## src/rtl/burst_rx.sv

```systemverilog
// burst_rx: counts beats of each strobe/last burst, reports the length through
// a one-entry valid/ready holding register and pulses err on protocol violations.
// Latency: len_valid and err assert on the edge after g or the violating edge.
// Backpressure: a full report register drops the next burst and flags overrun (10).
//
// Ports:
//   clk, rst_n            clock, asynchronous active-low reset
//   s, g                  beat strobe and end-of-burst marker from the generator
//   len_valid/len/len_ovf report register, drained by len_ready
//   busy                  burst in progress (ACTIVE)
//   err/err_code          one-cycle violation pulse: 01 s&g, 10 overrun, 11 spacing
//   max_len               largest length reported so far (only with BURST_RX_MAXLEN_EN)
//
// Optional feature macro: BURST_RX_MAXLEN_EN adds the max_len output and register.
module burst_rx #(
    parameter int CNT_W = 8
) (
    input  logic             clk,
    input  logic             rst_n,
    input  logic             s,
    input  logic             g,
    output logic             len_valid,
    output logic [CNT_W-1:0] len,
    output logic             len_ovf,
    input  logic             len_ready,
    output logic             busy,
    output logic             err,
    output logic [1:0]       err_code
`ifdef BURST_RX_MAXLEN_EN
    ,
    output logic [CNT_W-1:0] max_len
`endif
);

    localparam logic [1:0] IDLE   = 2'd0;
    localparam logic [1:0] ACTIVE = 2'd1;
    localparam logic [1:0] GAP1   = 2'd2;
    localparam logic [1:0] GAP2   = 2'd3;

    localparam logic [1:0] ERR_NONE    = 2'b00;
    localparam logic [1:0] ERR_SG      = 2'b01;
    localparam logic [1:0] ERR_OVERRUN = 2'b10;
    localparam logic [1:0] ERR_SPACING = 2'b11;

    logic [1:0]       state, state_nxt;
    logic [CNT_W-1:0] count, count_nxt;
    logic             ovf, ovf_nxt;

    logic             in_active;
    logic             in_gap;
    logic [CNT_W-1:0] base_cnt;
    logic             base_ovf;
    logic [CNT_W-1:0] beat_cnt;
    logic             beat_ovf;
    logic             can_load;
    logic             load;
    logic             drop;
    logic [1:0]       code_nxt;

    assign in_active = (state == ACTIVE);
    assign in_gap    = (state == GAP1) || (state == GAP2);

    // Only ACTIVE carries a running count; any other state starts a fresh burst,
    // so a beat seen there (including s&g or a spacing violation) counts from 0.
    assign base_cnt = in_active ? count : '0;
    assign base_ovf = in_active & ovf;

    // Count including this cycle's beat, saturating at all-ones.
    always_comb begin
        beat_cnt = base_cnt;
        beat_ovf = base_ovf;
        if (s) begin
            if (base_cnt == {CNT_W{1'b1}}) begin
                beat_ovf = 1'b1;
            end else begin
                beat_cnt = base_cnt + 1'b1;
            end
        end
    end

    // The holding register accepts a new report when empty or draining now.
    assign can_load = !len_valid || len_ready;
    assign load     = g && can_load;
    assign drop     = g && !can_load;

    always_comb begin
        state_nxt = state;
        count_nxt = count;
        ovf_nxt   = ovf;
        if (g) begin
            state_nxt = GAP1;
            count_nxt = '0;
            ovf_nxt   = 1'b0;
        end else if (s) begin
            state_nxt = ACTIVE;
            count_nxt = beat_cnt;
            ovf_nxt   = beat_ovf;
        end else begin
            case (state)
                GAP1:    state_nxt = GAP2;
                GAP2:    state_nxt = IDLE;
                default: state_nxt = state;
            endcase
        end
    end

    // One code per cycle: overrun outranks s&g, which outranks spacing.
    always_comb begin
        code_nxt = ERR_NONE;
        if (drop) begin
            code_nxt = ERR_OVERRUN;
        end else if (s && g) begin
            code_nxt = ERR_SG;
        end else if (in_gap && (s || g)) begin
            code_nxt = ERR_SPACING;
        end
    end

    always_ff @(posedge clk or negedge rst_n) begin
        if (!rst_n) begin
            state <= IDLE;
            count <= '0;
            ovf   <= 1'b0;
        end else begin
            state <= state_nxt;
            count <= count_nxt;
            ovf   <= ovf_nxt;
        end
    end

    always_ff @(posedge clk or negedge rst_n) begin
        if (!rst_n) begin
            len_valid <= 1'b0;
            len       <= '0;
            len_ovf   <= 1'b0;
        end else if (load) begin
            len_valid <= 1'b1;
            len       <= beat_cnt;
            len_ovf   <= beat_ovf;
        end else if (len_ready) begin
            len_valid <= 1'b0;
        end
    end

    always_ff @(posedge clk or negedge rst_n) begin
        if (!rst_n) begin
            err      <= 1'b0;
            err_code <= ERR_NONE;
        end else begin
            err      <= (code_nxt != ERR_NONE);
            err_code <= code_nxt;
        end
    end

    assign busy = in_active;

`ifdef BURST_RX_MAXLEN_EN
    logic [CNT_W-1:0] load_val;

    // A saturated burst is recorded as all-ones regardless of the held count.
    assign load_val = beat_ovf ? {CNT_W{1'b1}} : beat_cnt;

    always_ff @(posedge clk or negedge rst_n) begin
        if (!rst_n) begin
            max_len <= '0;
        end else if (load && (load_val > max_len)) begin
            max_len <= load_val;
        end
    end
`endif

endmodule

```

## config.mk

```make
export PLATFORM = sky130hd
export DESIGN_NAME = burst_rx
export DESIGN_NICKNAME = d
export VERILOG_FILES = /design/src/rtl/burst_rx.sv
export SDC_FILE = /design/constraint.sdc
export NUM_CORES = 1
export LEC_CHECK = 0
export ABC_AREA = 1
export CAP_MARGIN = 20
export CELL_PAD_IN_SITES_DETAIL_PLACEMENT = 0
export CELL_PAD_IN_SITES_GLOBAL_PLACEMENT = 1
export CORE_MARGIN = 5
export CORE_UTILIZATION = 41
export DETAILED_ROUTE_END_ITERATION = 8
export GPL_ROUTABILITY_DRIVEN = 0
export HOLD_SLACK_MARGIN = 0.08
export PLACE_DENSITY = 0.86
export SLEW_MARGIN = 10
export SYNTH_ARGS = -nofsm -noshare
export SYNTH_HDL_FRONTEND = slang
export SYNTH_SLANG_ARGS = --single-unit
```

## constraint.sdc

```tcl
create_clock -name clk -period 2.59 [get_ports clk]
set_clock_uncertainty 0.1 [all_clocks]
set_input_delay 0.3885 -clock clk [delete_from_list [all_inputs] [get_ports clk]]
set_output_delay 0.3885 -clock clk [all_outputs]
set_load 0.01 [all_outputs]
```

==> results.md, run 1 <==
* Static leakage at 0.868 nW
* Hold/Removal Path Class: in -> async
* Setup TNS at 0 ns
* Pins Over Slew Limit at 0
* Clk network pwr share at 23.2%
* Crit path max-delay cell type: sky130_fd_sc_hd__clkdlybuf4s50_1
* Max Root-Sink Buffers at 2
* Post-synth cell types at 24
* Family with the most delay on the worst path: buffers and inverters
* Final Critical Period at 2.07 ns
* Effective utilization at floorplan at 43.7%
* Met3 WL at 143 um
* H-tree level count at 1
* Fraction of layout cells with a size suffix above 1 at 11.0%
* Number of buffer cells added on primary ports at 18
* Aggregate global routing overflow at 0
* Global-route wire length before repair at 5.52 mm
* Total iterations of the first detailed-routing run at 5
* Flops & latches, synth at 24
* Max Cap Violations at 0
* Critical Path AT at 1.58 ns
* Average wire per cell in the routed design at 12.6 um
* Highest Signal Layer: met4
* Required time reported for the critical path endpoint at 2.10 ns
* Switching share of power at 27.5%
* Unrepaired setup endpoints after global routing: false
* Number of hold-repair buffers added at the cts stage at 0
* Vias/cell at 4.77
* Met2 wirelength from detailed routing at 1.46 mm
* Iter 0 DRT Violations at 117
* Number of antenna violations at the first check in global routing at 0
* Row cnt at 20
* Clock slew at the register clock pins of the worst setup and hold paths at 0.13 ns
* Root cell of the clock tree: sky130_fd_sc_hd__clkbuf_4
* CP max stage delay at 0.58 ns
* Mean cell area of the mapped netlist at 7.21 um^2
* Antenna diode count at 0
* Kind of end point of the critical path: primary output
* CP Buf/Inv Count at 1
* Final antenna-violating net count at 0
* Power spent charging and discharging nets at 0.193 mW
* Post-route core utilization at 52.2%
* Post-CTS Resized at 0
* Headroom to the max-slew limit at 68.3%
* Sequential share of the synthesized area at 44.3%
* Vias in the first global route at 1143
* Actual slew at the worst max-slew pin at 0.473 ns
* Filler Cells Inserted at 320
* TritonCTS clock tree: yes
* Cell count after synthesis at 188
* Layout net count at 217
* Power density over the cells at 432 mW/mm^2
* Routed WL at 3.19 mm
* Highest net fanout along the worst path at 7
* Clock sink total at 24
* Global routing usage summed across all routing layers at 16.2%
* Final hold vios at 0
* Power Internal at 0.508 mW
* Worst-case setup slack after placement at 0.579 ns
* Total power draw at 0.701 mW
* Setup repair bufs after CTS at 0
* Crit Path Class: reg -> out
* Cts bufs inserted at 3
* Met1 routed wirelength after detailed routing at 1.56 mm
* Max rail drop VDD at 0.236 mV
* HPWL after detailed placement at 2.42 mm
* Outcome: finished clean
* Layout-stage area growth over the synthesis result at 19.5%
* Die Height at 67.5 um
* Fraction of the cycle the final worst path needs at 79.9%
* Post-synthesis cell area at 0.00136 mm^2
* Die area at 0.00456 mm^2
* Final setup violating endpoints at 0
* I/O pin cnt at 19
* Largest net degree at the start of global routing at 25
* Total number of vias at 1208
* Share of power burned in combinational logic at 18.7%
* Syn nets at 194
* Max Clk Rate at 0.483 GHz
* Clk Latency, worst-skew pair at 0.31 ns
* Worst-path cell chain: nor2_4 -> clkdlybuf4s50_1
* # DRC at 0
* Sequential share of power at 58.1%
* Worst Setup Slack, final at 0.520 ns
* Core Area at 0.00310 mm^2
* Category of the worst setup path launch point: flip-flop
* Warnings from Yosys at 0
* Die boundary width at 67.5 um
-- area by class of cell --
class | count | area, um^2 | area share (%)
inverter | 22 | 85.1 | 5.25
multi-input combinational | 138 | 647 | 39.9
clock buffer | 3 | 22.5 | 1.39
sequential | 24 | 601 | 37.1
timing repair buffer | 22 | 210 | 13.0
tap | 44 | 55.1 | 3.40
-- worst reg2reg max path: stages, from the launching register on --
cell and delay (ns):
sky130_fd_sc_hd__dfrtp_1 0.46, sky130_fd_sc_hd__nor2_4 0.24, sky130_fd_sc_hd__nand2_1 0.10, sky130_fd_sc_hd__inv_1 0.07, sky130_fd_sc_hd__ha_1 0.18, sky130_fd_sc_hd__nand2_1 0.11, sky130_fd_sc_hd__inv_1 0.07, sky130_fd_sc_hd__nand2_1 0.09
sky130_fd_sc_hd__nor2_2 0.17, sky130_fd_sc_hd__nor2_1 0.06, sky130_fd_sc_hd__nor2_1 0.08, sky130_fd_sc_hd__nand2_1 0.09, sky130_fd_sc_hd__a21oi_1 0.16
-- state kept, by name (all words and copies together), names as in the netlist --
signal     cells
err            1
ovf            1
len_ovf        1
count          8
len_valid      1
len            8
err_code       2
state          2
-- power by group through the flow --
stage	Combinational (mW)	Sequential (mW)	Clock, mW
after global routing	0.146	0.410	0.189
after detailed placement	0.132	0.415	0
after CTS	0.133	0.407	0.170
final	0.131	0.407	0.163
after global placement	0.131	0.415	0
after floorplan	0.0562	0.422	0
-- cells by family (layout without fill, tap and decap cells) --
kind of cell               after synthesis  count (layout)  share of synthesized area (%)
AOI/OAI and AO/OA                       10              10                           3.97
xor gates and xnor gates                 1               1                          0.646
adders and majority gates                1               1                          0.922
buffers and inverters                   26              47                           8.03
DFF                                     24              24                           44.3
and+or+nand+nor                        126             126                           42.2
-- per-layer routing --
layer	track usage [%]	vias up
met5	0	-
met4	4.30	0
met3	2.83	4
met2	24.8	31
met1	23.3	550
li1	-	623
-- cell usage in the layout (no fill, tap or decap), drive strengths merged --
cell           netlist  routed
a21oi                7       7
a31oi                1       1
buf                  2       4
clkbuf               2       3
clkdlybuf4s50        0      18
dfrtp               24      24
ha                   1       1
inv                 22      22
nand2               81      81
nand3               17      17
nand4                4       4
nor2                23      23
o21ai                1       1
o31ai                1       1
or2                  1       1
xor2                 1       1
-- final timing paths --
check / startpoint / endpoint / slack (ns) / cells past startpoint
min in group clk: len[4]$_DFFE_PN0P_ / len[4]$_DFFE_PN0P_ / 0.40 / 2
max in group asynchronous: rst_n / count[7]$_DFFE_PN0P_ / 1.82 / 2
setup / recovery: state[1]$_DFFE_PN0P_ / busy / 0.52 / 2
hold / removal: rst_n / len_valid$_DFFE_PN0P_ / 0.31 / 2
setup reg to reg: state[1]$_DFFE_PN0P_ / count[6]$_DFFE_PN0P_ / 0.55 / 12
hold reg to reg: len[4]$_DFFE_PN0P_ / len[4]$_DFFE_PN0P_ / 0.40 / 2
-- per-stage QoR --
step	cell area [um^2]	hold slack [ns]	std cells
floorplan	1360	-0.00709	188
global placement	1600	0.369	250
detailed placement	1600	0.369	250
CTS	1620	0.323	253
global route	1620	0.340	253
finish	1620	0.314	253
-- synth_stat cells --
library cell	instances	area share, %
sky130_fd_sc_hd__nor2_1	16	4.4
sky130_fd_sc_hd__o31ai_1	1	0.55
sky130_fd_sc_hd__nor2_4	4	3.3
sky130_fd_sc_hd__a31oi_1	1	0.46
sky130_fd_sc_hd__nand3_1	16	5.9
sky130_fd_sc_hd__buf_2	1	0.37
sky130_fd_sc_hd__inv_4	1	0.46
sky130_fd_sc_hd__nand3_2	1	0.74
sky130_fd_sc_hd__nand4_1	2	0.92
sky130_fd_sc_hd__xor2_1	1	0.65
sky130_fd_sc_hd__ha_1	1	0.92
sky130_fd_sc_hd__clkbuf_1	2	0.55
sky130_fd_sc_hd__nand2_1	79	22
sky130_fd_sc_hd__nand2_2	1	0.46
sky130_fd_sc_hd__buf_6	1	0.83
sky130_fd_sc_hd__nand4_2	2	1.8
sky130_fd_sc_hd__or2_2	1	0.46
sky130_fd_sc_hd__a21oi_1	7	2.6
sky130_fd_sc_hd__dfrtp_1	24	44
sky130_fd_sc_hd__nand2_4	1	0.83
sky130_fd_sc_hd__o21ai_0	1	0.37
sky130_fd_sc_hd__nor2_2	3	1.4
sky130_fd_sc_hd__inv_1	19	5.3
sky130_fd_sc_hd__inv_2	2	0.55
(Power assumes the default switching activity.)
==> inputs of run 2 (changes only) <==
- CORE_UTILIZATION: 41 -> 35
- PLACE_DENSITY: 0.86 -> 0.79
- clock period: 2.59 -> 1.9 ns (I/O delays scaled with it)
==> run 2 against run 1 <==
Against the previous run: wire length increased by 8.7%; register-to-register slack worse by 0.41 ns; hold slack got worse by 0.040 ns; first-iteration DRC count fell by 51%; critical path depth rose by 11; cell count increased by 6.7%; critical path type is now reg -> reg; critical endpoint is now count[3]$_DFFE_PN0P_; largest power group unchanged; highest routed layer unchanged.
==> results.md, run 2 (synthesized netlist as in run 1, its figures left out) <==
* Outcome: finished clean (unchanged)
* Fraction of layout cells with a size suffix above 1 at 22.5% (was 11.0%)
* Vias in the first global route at 1237 (was 1143)
* Clk network pwr share at 28.7% (was 23.2%)
* Share of power burned in combinational logic at 19.0% (was 18.7%)
* Root cell of the clock tree: sky130_fd_sc_hd__clkbuf_8 (was sky130_fd_sc_hd__clkbuf_4)
* Largest net degree at the start of global routing at 25 (unchanged)
* Iter 0 DRT Violations at 57 (was 117)
* Power spent charging and discharging nets at 0.284 mW (was 0.193 mW)
* Worst slack on hold paths at 0.274 ns (was 0.314 ns)
* Global-route wire length before repair at 5.98 mm (was 5.52 mm)
* Worst Setup Slack, final at 0.136 ns (was 0.520 ns)
* Final hold vios at 0 (unchanged)
* Max Cap Violations at 0 (unchanged)
* Row cnt at 22 (was 20)
* Total iterations of the first detailed-routing run at 4 (was 5)
* Clk Latency, worst-skew pair at 0.27 ns (was 0.31 ns)
* Largest registers in the final layout: count x8, len x8 (unchanged)
* Number of hold-repair buffers added at the cts stage at 0 (unchanged)
* Max Clk Rate at 0.567 GHz
* Total power draw at 1.06 mW (was 0.701 mW)
* Final setup violating endpoints at 0 (unchanged)
* Commonest cells after routing, fill and taps aside: sky130_fd_sc_hd__nand2_1, sky130_fd_sc_hd__dfrtp_1, sky130_fd_sc_hd__inv_1, sky130_fd_sc_hd__clkdlybuf4s50_1, sky130_fd_sc_hd__buf_4 (was sky130_fd_sc_hd__nand2_1, sky130_fd_sc_hd__dfrtp_1, sky130_fd_sc_hd__inv_1)
* Crit Path Class: reg -> reg (was reg -> out)
* Cts bufs inserted at 3 (unchanged)
* Sequential share of power at 52.4% (was 58.1%)
* Number of buffer cells added on primary ports at 18 (unchanged)
* Die boundary width at 72.3 um (was 67.5 um)
* Worst-case setup slack after placement at 0.116 ns (was 0.579 ns)
* Post-place instance area at 0.00166 mm^2 (was 0.00160 mm^2)
* Vias/cell at 4.63 (was 4.77)
* Final Critical Period at 1.76 ns
* Layout net count at 230 (was 217)
* Routed WL at 3.46 mm (was 3.19 mm)
* Cell area after layout at 0.00180 mm^2 (was 0.00162 mm^2)
* Average wire per cell in the routed design at 12.8 um (was 12.6 um)
* Register area at 601 um^2 (unchanged)
* Die area at 0.00522 mm^2 (was 0.00456 mm^2)
* H-tree level count at 1 (unchanged)
* Headroom to the max-slew limit at 72.7% (was 68.3%)
* # DRC at 0 (unchanged)
* Max Root-Sink Buffers at 2 (unchanged)
* Core Area at 0.00372 mm^2 (was 0.00310 mm^2)
* Kind of end point of the critical path: flip-flop (was primary output)
* Actual slew at the worst max-slew pin at 0.408 ns (was 0.473 ns)
* Most common cell after layout, fill and taps aside: sky130_fd_sc_hd__nand2_1 (unchanged)
* Max rail drop VDD at 0.427 mV (was 0.236 mV)
* Static leakage at 0.971 nW (was 0.868 nW)
* Post-route core utilization at 48.5% (was 52.2%)
* TritonCTS clock tree: yes (unchanged)
* Power Internal at 0.776 mW (was 0.508 mW)
* I/O pin cnt at 19 (unchanged)
* Aggregate global routing overflow at 0 (unchanged)
* Layout-stage area growth over the synthesis result at 32.9% (was 19.5%)
* Multi-input gate area in the final layout at 702 um^2 (was 647 um^2)
* Power density over the cells at 588 mW/mm^2 (was 432 mW/mm^2)
* Filler Cells Inserted at 374 (was 320)
* Clock sink total at 24 (unchanged)
* Die Height at 72.3 um (was 67.5 um)
* Total number of vias at 1250 (was 1208)
* Critical Path AT at 1.88 ns (was 1.58 ns)
* Global routing usage summed across all routing layers at 14.7% (was 16.2%)
* Number of antenna violations at the first check in global routing at 0 (unchanged)
* HPWL after detailed placement at 2.52 mm (was 2.42 mm)
* Category of the worst setup path launch point: flip-flop (unchanged)
* Switching share of power at 26.8% (was 27.5%)
* Pins Over Slew Limit at 0 (unchanged)
* Highest net fanout along the worst path at 7 (unchanged)
* Antenna diode count at 0 (unchanged)
* Effective utilization at floorplan at 36.5% (was 43.7%)
* Fraction of the cycle the final worst path needs at 92.9%
* Clock slew at the register clock pins of the worst setup and hold paths at 0.08 ns (was 0.13 ns)
* Hold/Removal Path Class: in -> async (unchanged)
* Required time reported for the critical path endpoint at 2.01 ns (was 2.10 ns)
* Final antenna-violating net count at 0 (unchanged)
run 2: final timing paths:
check / from / to / slack, ns / depth (start not counted)
worst max-delay path: state[1]$_DFFE_PN0P_ / count[3]$_DFFE_PN0P_ / 0.14 / 13
min in group clk: len[3]$_DFFE_PN0P_ / len[3]$_DFFE_PN0P_ / 0.39 / 2
worst max register to register: state[1]$_DFFE_PN0P_ / count[3]$_DFFE_PN0P_ / 0.14 / 13
worst min register to register: len[3]$_DFFE_PN0P_ / len[3]$_DFFE_PN0P_ / 0.39 / 2
max in group asynchronous: rst_n / count[6]$_DFFE_PN0P_ / 1.17 / 2
worst min-delay path: rst_n / state[1]$_DFFE_PN0P_ / 0.27 / 2
run 2: routing by layer:
metal	track usage (%)	share of wire, %	vias up
met1	20.7	51	582
met2	22.4	45	15
met4	5.22	1.5	0
met5	0	0	-
met3	2.91	2.9	5
li1	-	-	648
run 2: cell type report:
cell class | count | share of cell area [%]
flip-flops and latches | 24 | 33.3
clock buffers | 3 | 2.29
well taps | 48 | 3.33
inverters | 22 | 4.72
multi-input cells | 138 | 38.9
repair buffers | 35 | 17.4
run 2: power groups by stage:
stage	Clock (mW)	Sequential, mW	Combinational (mW)
detailed placement	0	0.566	0.194
CTS	0.316	0.555	0.198
finish	0.304	0.555	0.201
global route	0.354	0.560	0.223
global placement	0	0.566	0.194
floorplan	0	0.576	0.0766
run 2: worst max-delay path, stage by stage (launching register included):
cell and delay, ns:
sky130_fd_sc_hd__dfrtp_1 0.42, sky130_fd_sc_hd__buf_6 0.13, sky130_fd_sc_hd__inv_4 0.04, sky130_fd_sc_hd__buf_4 0.15, sky130_fd_sc_hd__nand3_2 0.09, sky130_fd_sc_hd__inv_1 0.11, sky130_fd_sc_hd__nand2_2 0.09, sky130_fd_sc_hd__nor2_2 0.14
sky130_fd_sc_hd__nand2_2 0.09, sky130_fd_sc_hd__nand2_1 0.07, sky130_fd_sc_hd__nand2_1 0.06, sky130_fd_sc_hd__nand2_1 0.09, sky130_fd_sc_hd__nand2_1 0.05, sky130_fd_sc_hd__nand2_1 0.06
run 2: what timing repair did:
item                       4_1_cts  5_1_grt
pin swaps                        0        7
cloned                           0        0
gates resized for setup          0       19
buffers inserted                 1        4
setup endpoints to repair        1       19
run 2: through the flow:
step | std cells | setup TNS, ns
4_1_cts | 266 | 0
5_1_grt | 270 | -0.00352
3_3_place_gp | 262 | 0
6_report | 270 | 0
2_1_floorplan | 188 | 0
3_5_place_dp | 262 | 0
==> inputs of run 3 (changes only) <==
- PLACE_DENSITY: 0.79 -> default
- PLACE_DENSITY_LB_ADDON: default -> 0.1
- SLEW_MARGIN: 10 -> 25
==> run 3 against run 2 <==
Against the previous run: die area is the same; wire length shrank 4.3%; fmax grew 0.24%; combinational power down 5%; cell count shrank 2.6%; design area down 5.2%; flip-flop and latch count stayed put; critical path depth down 1; global-route usage decreased by 0.67 points; sequential share of layout area grew 1.8 points; critical endpoint is now count[6]$_DFFE_PN0P_; power is 1.9% lower; largest power group unchanged.
==> results.md, run 3 (synthesized netlist as in run 1, its figures left out) <==
* Die boundary width at 72.3 um (unchanged)
* I/O pin cnt at 19 (unchanged)
* Vias/cell at 4.59 (was 4.63)
* Post-place instance area at 0.00165 mm^2 (was 0.00166 mm^2)
* Category of the worst setup path launch point: flip-flop (unchanged)
* Crit Path Class: reg -> reg (unchanged)
* TritonCTS clock tree: yes (unchanged)
* H-tree level count at 1 (unchanged)
* Iter 0 DRT Violations at 77 (was 57)
* Row cnt at 22 (unchanged)
* Static leakage at 0.905 nW (was 0.971 nW)
* Max rail drop VDD at 0.281 mV (was 0.427 mV)
* Kind of end point of the critical path: flip-flop (unchanged)
* Power density over the cells at 609 mW/mm^2 (was 588 mW/mm^2)
* Final antenna-violating net count at 0 (unchanged)
* Clk Latency, worst-skew pair at 0.26 ns (was 0.27 ns)
* Layout-stage area growth over the synthesis result at 26.0% (was 32.9%)
* HPWL after detailed placement at 2.56 mm (was 2.52 mm)
* Launching element of the worst setup path: state[1]$_DFFE_PN0P_ (unchanged)
* Post-route core utilization at 46.0% (was 48.5%)
* Switching share of power at 26.1% (was 26.8%)
* Outcome: finished clean (unchanged)
* Routed WL at 3.31 mm (was 3.46 mm)
* Average wire per cell in the routed design at 12.6 um (was 12.8 um)
* Pins Over Slew Limit at 0 (unchanged)
* Cts bufs inserted at 3 (unchanged)
* Cell area after layout at 0.00171 mm^2 (was 0.00180 mm^2)
* Filler Cells Inserted at 383 (was 374)
* Final Critical Period at 1.76 ns (about the same)
* Actual slew at the worst max-slew pin at 0.476 ns (was 0.408 ns)
* Core Area at 0.00372 mm^2 (unchanged)
* Max Cap Violations at 0 (unchanged)
* Total iterations of the first detailed-routing run at 4 (unchanged)
* Final setup violating endpoints at 0 (unchanged)
* Fraction of the cycle the final worst path needs at 92.6% (was 92.9%)
* Power spent charging and discharging nets at 0.272 mW (was 0.284 mW)
* Antenna diode count at 0 (unchanged)
* Total number of vias at 1208 (was 1250)
* Final hold vios at 0 (unchanged)
* Worst R2R Start: state[1]$_DFFE_PN0P_ (unchanged)
* Share of power burned in combinational logic at 18.3% (was 19.0%)
* Vias in the first global route at 1228 (was 1237)
* Number of buffer cells added on primary ports at 18 (unchanged)
* Multi-input gate area in the final layout at 668 um^2 (was 702 um^2)
* Max Root-Sink Buffers at 2 (unchanged)
* Highest net fanout along the worst path at 3 (was 7)
* Die Height at 72.3 um (unchanged)
* Clk network pwr share at 28.3% (was 28.7%)
* Clock sink total at 24 (unchanged)
* Effective utilization at floorplan at 36.5% (unchanged)
* Most common cell after layout, fill and taps aside: sky130_fd_sc_hd__nand2_1 (unchanged)
* Commonest cells after routing, fill and taps aside: sky130_fd_sc_hd__nand2_1, sky130_fd_sc_hd__dfrtp_1, sky130_fd_sc_hd__inv_1 (was sky130_fd_sc_hd__nand2_1, sky130_fd_sc_hd__dfrtp_1, sky130_fd_sc_hd__inv_1, sky130_fd_sc_hd__clkdlybuf4s50_1, sky130_fd_sc_hd__buf_4)
* Die area at 0.00522 mm^2 (unchanged)
* Layout net count at 223 (was 230)
* Power Internal at 0.769 mW (was 0.776 mW)
* Global-route wire length before repair at 5.73 mm (was 5.98 mm)
* Clock slew at the register clock pins of the worst setup and hold paths at 0.08 ns (about the same)
* Number of antenna violations at the first check in global routing at 0 (unchanged)
* Sequential share of power at 53.4% (was 52.4%)
* Required time reported for the critical path endpoint at 2.00 ns (was 2.01 ns)
* Setup repair bufs after CTS at 0 (was 1)
* Largest registers in the final layout: count x8, len x8 (unchanged)
* Hold/Removal Path Class: in -> async (unchanged)
* Fraction of layout cells with a size suffix above 1 at 15.8% (was 22.5%)
* # DRC at 0 (unchanged)
* Root cell of the clock tree: sky130_fd_sc_hd__clkbuf_8 (unchanged)
* Largest net degree at the start of global routing at 25 (unchanged)
* Max Clk Rate at 0.568 GHz (was 0.567 GHz)
* Aggregate global routing overflow at 0 (unchanged)
* Headroom to the max-slew limit at 68.1% (was 72.7%)
* Critical Path AT at 1.86 ns (was 1.88 ns)
* Register area at 601 um^2 (unchanged)
* Global routing usage summed across all routing layers at 14.1% (was 14.7%)
run 3: area by class of cell:
type,count,area share (%)
timing repair buffer,28,14.9
clock buffer,3,2.42
multi-input combinational,138,39.1
inverter,22,4.98
tap,48,3.51
sequential,24,35.1
run 3: layer usage:
layer	vias up	track usage, %	share of wire (%)
li1	639	-	-
met1	551	18.7	49
met2	14	23.7	48
met3	4	2.35	2.8
met4	0	3.76	0.91
met5	-	0	0
run 3: worst paths after layout:
check                      slack (ns)  depth (start not counted)              endpoint
min in group clk                 0.38                          2    len[0]$_DFFE_PN0P_
hold reg to reg                  0.38                          2    len[0]$_DFFE_PN0P_
setup / recovery                 0.14                         12  count[6]$_DFFE_PN0P_
hold / removal                   0.28                          2         err$_DFF_PN0_
setup reg to reg                 0.14                         12  count[6]$_DFFE_PN0P_
max in group asynchronous        1.18                          2    len[6]$_DFFE_PN0P_
run 3: metrics by stage:
stage | power [mW] | instances | hold slack [ns] | TNS (ns) | setup slack [ns]
global route | 1.10 | 263 | 0.311 | -0.00555 | -0.00291
detailed placement | 0.760 | 260 | 0.369 | 0 | 0.0693
global placement | 0.759 | 260 | 0.362 | 0 | 0.0946
floorplan | 0.652 | 188 | -0.111 | 0 | 0.0975
finish | 1.04 | 263 | 0.275 | 0 | 0.140
CTS | 1.05 | 263 | 0.290 | 0 | 0.0459
run 3: timing repair:
| item | 4_1_cts | 5_1_grt |
|---|---|---|
| endpoints found under the setup margin | 1 | 16 |
| resized for setup | 1 | 6 |
| pin swaps | 0 | 2 |
| hold buffers | 0 | 0 |
| hold endpoints to repair | 0 | 0 |
run 3: worst max-delay path: stages (launching register included):
cell and delay [ns]:
sky130_fd_sc_hd__dfrtp_1 0.44, sky130_fd_sc_hd__nor2_4 0.13, sky130_fd_sc_hd__nand2_1 0.08, sky130_fd_sc_hd__inv_2 0.08, sky130_fd_sc_hd__ha_4 0.14, sky130_fd_sc_hd__nand2_2 0.08, sky130_fd_sc_hd__inv_1 0.06, sky130_fd_sc_hd__nand2_1 0.08
sky130_fd_sc_hd__nor2_2 0.14, sky130_fd_sc_hd__nor2_1 0.05, sky130_fd_sc_hd__nor2_1 0.08, sky130_fd_sc_hd__nand2_1 0.10, sky130_fd_sc_hd__a21oi_1 0.13
run 3: power by group through the flow:
stage / logic [mW] / clock network [mW] / registers, mW
floorplan: 0.0766 / 0 / 0.576
global placement: 0.194 / 0 / 0.565
detailed placement: 0.194 / 0 / 0.567
CTS: 0.194 / 0.302 / 0.557
global route: 0.212 / 0.331 / 0.560
finish: 0.191 / 0.294 / 0.556
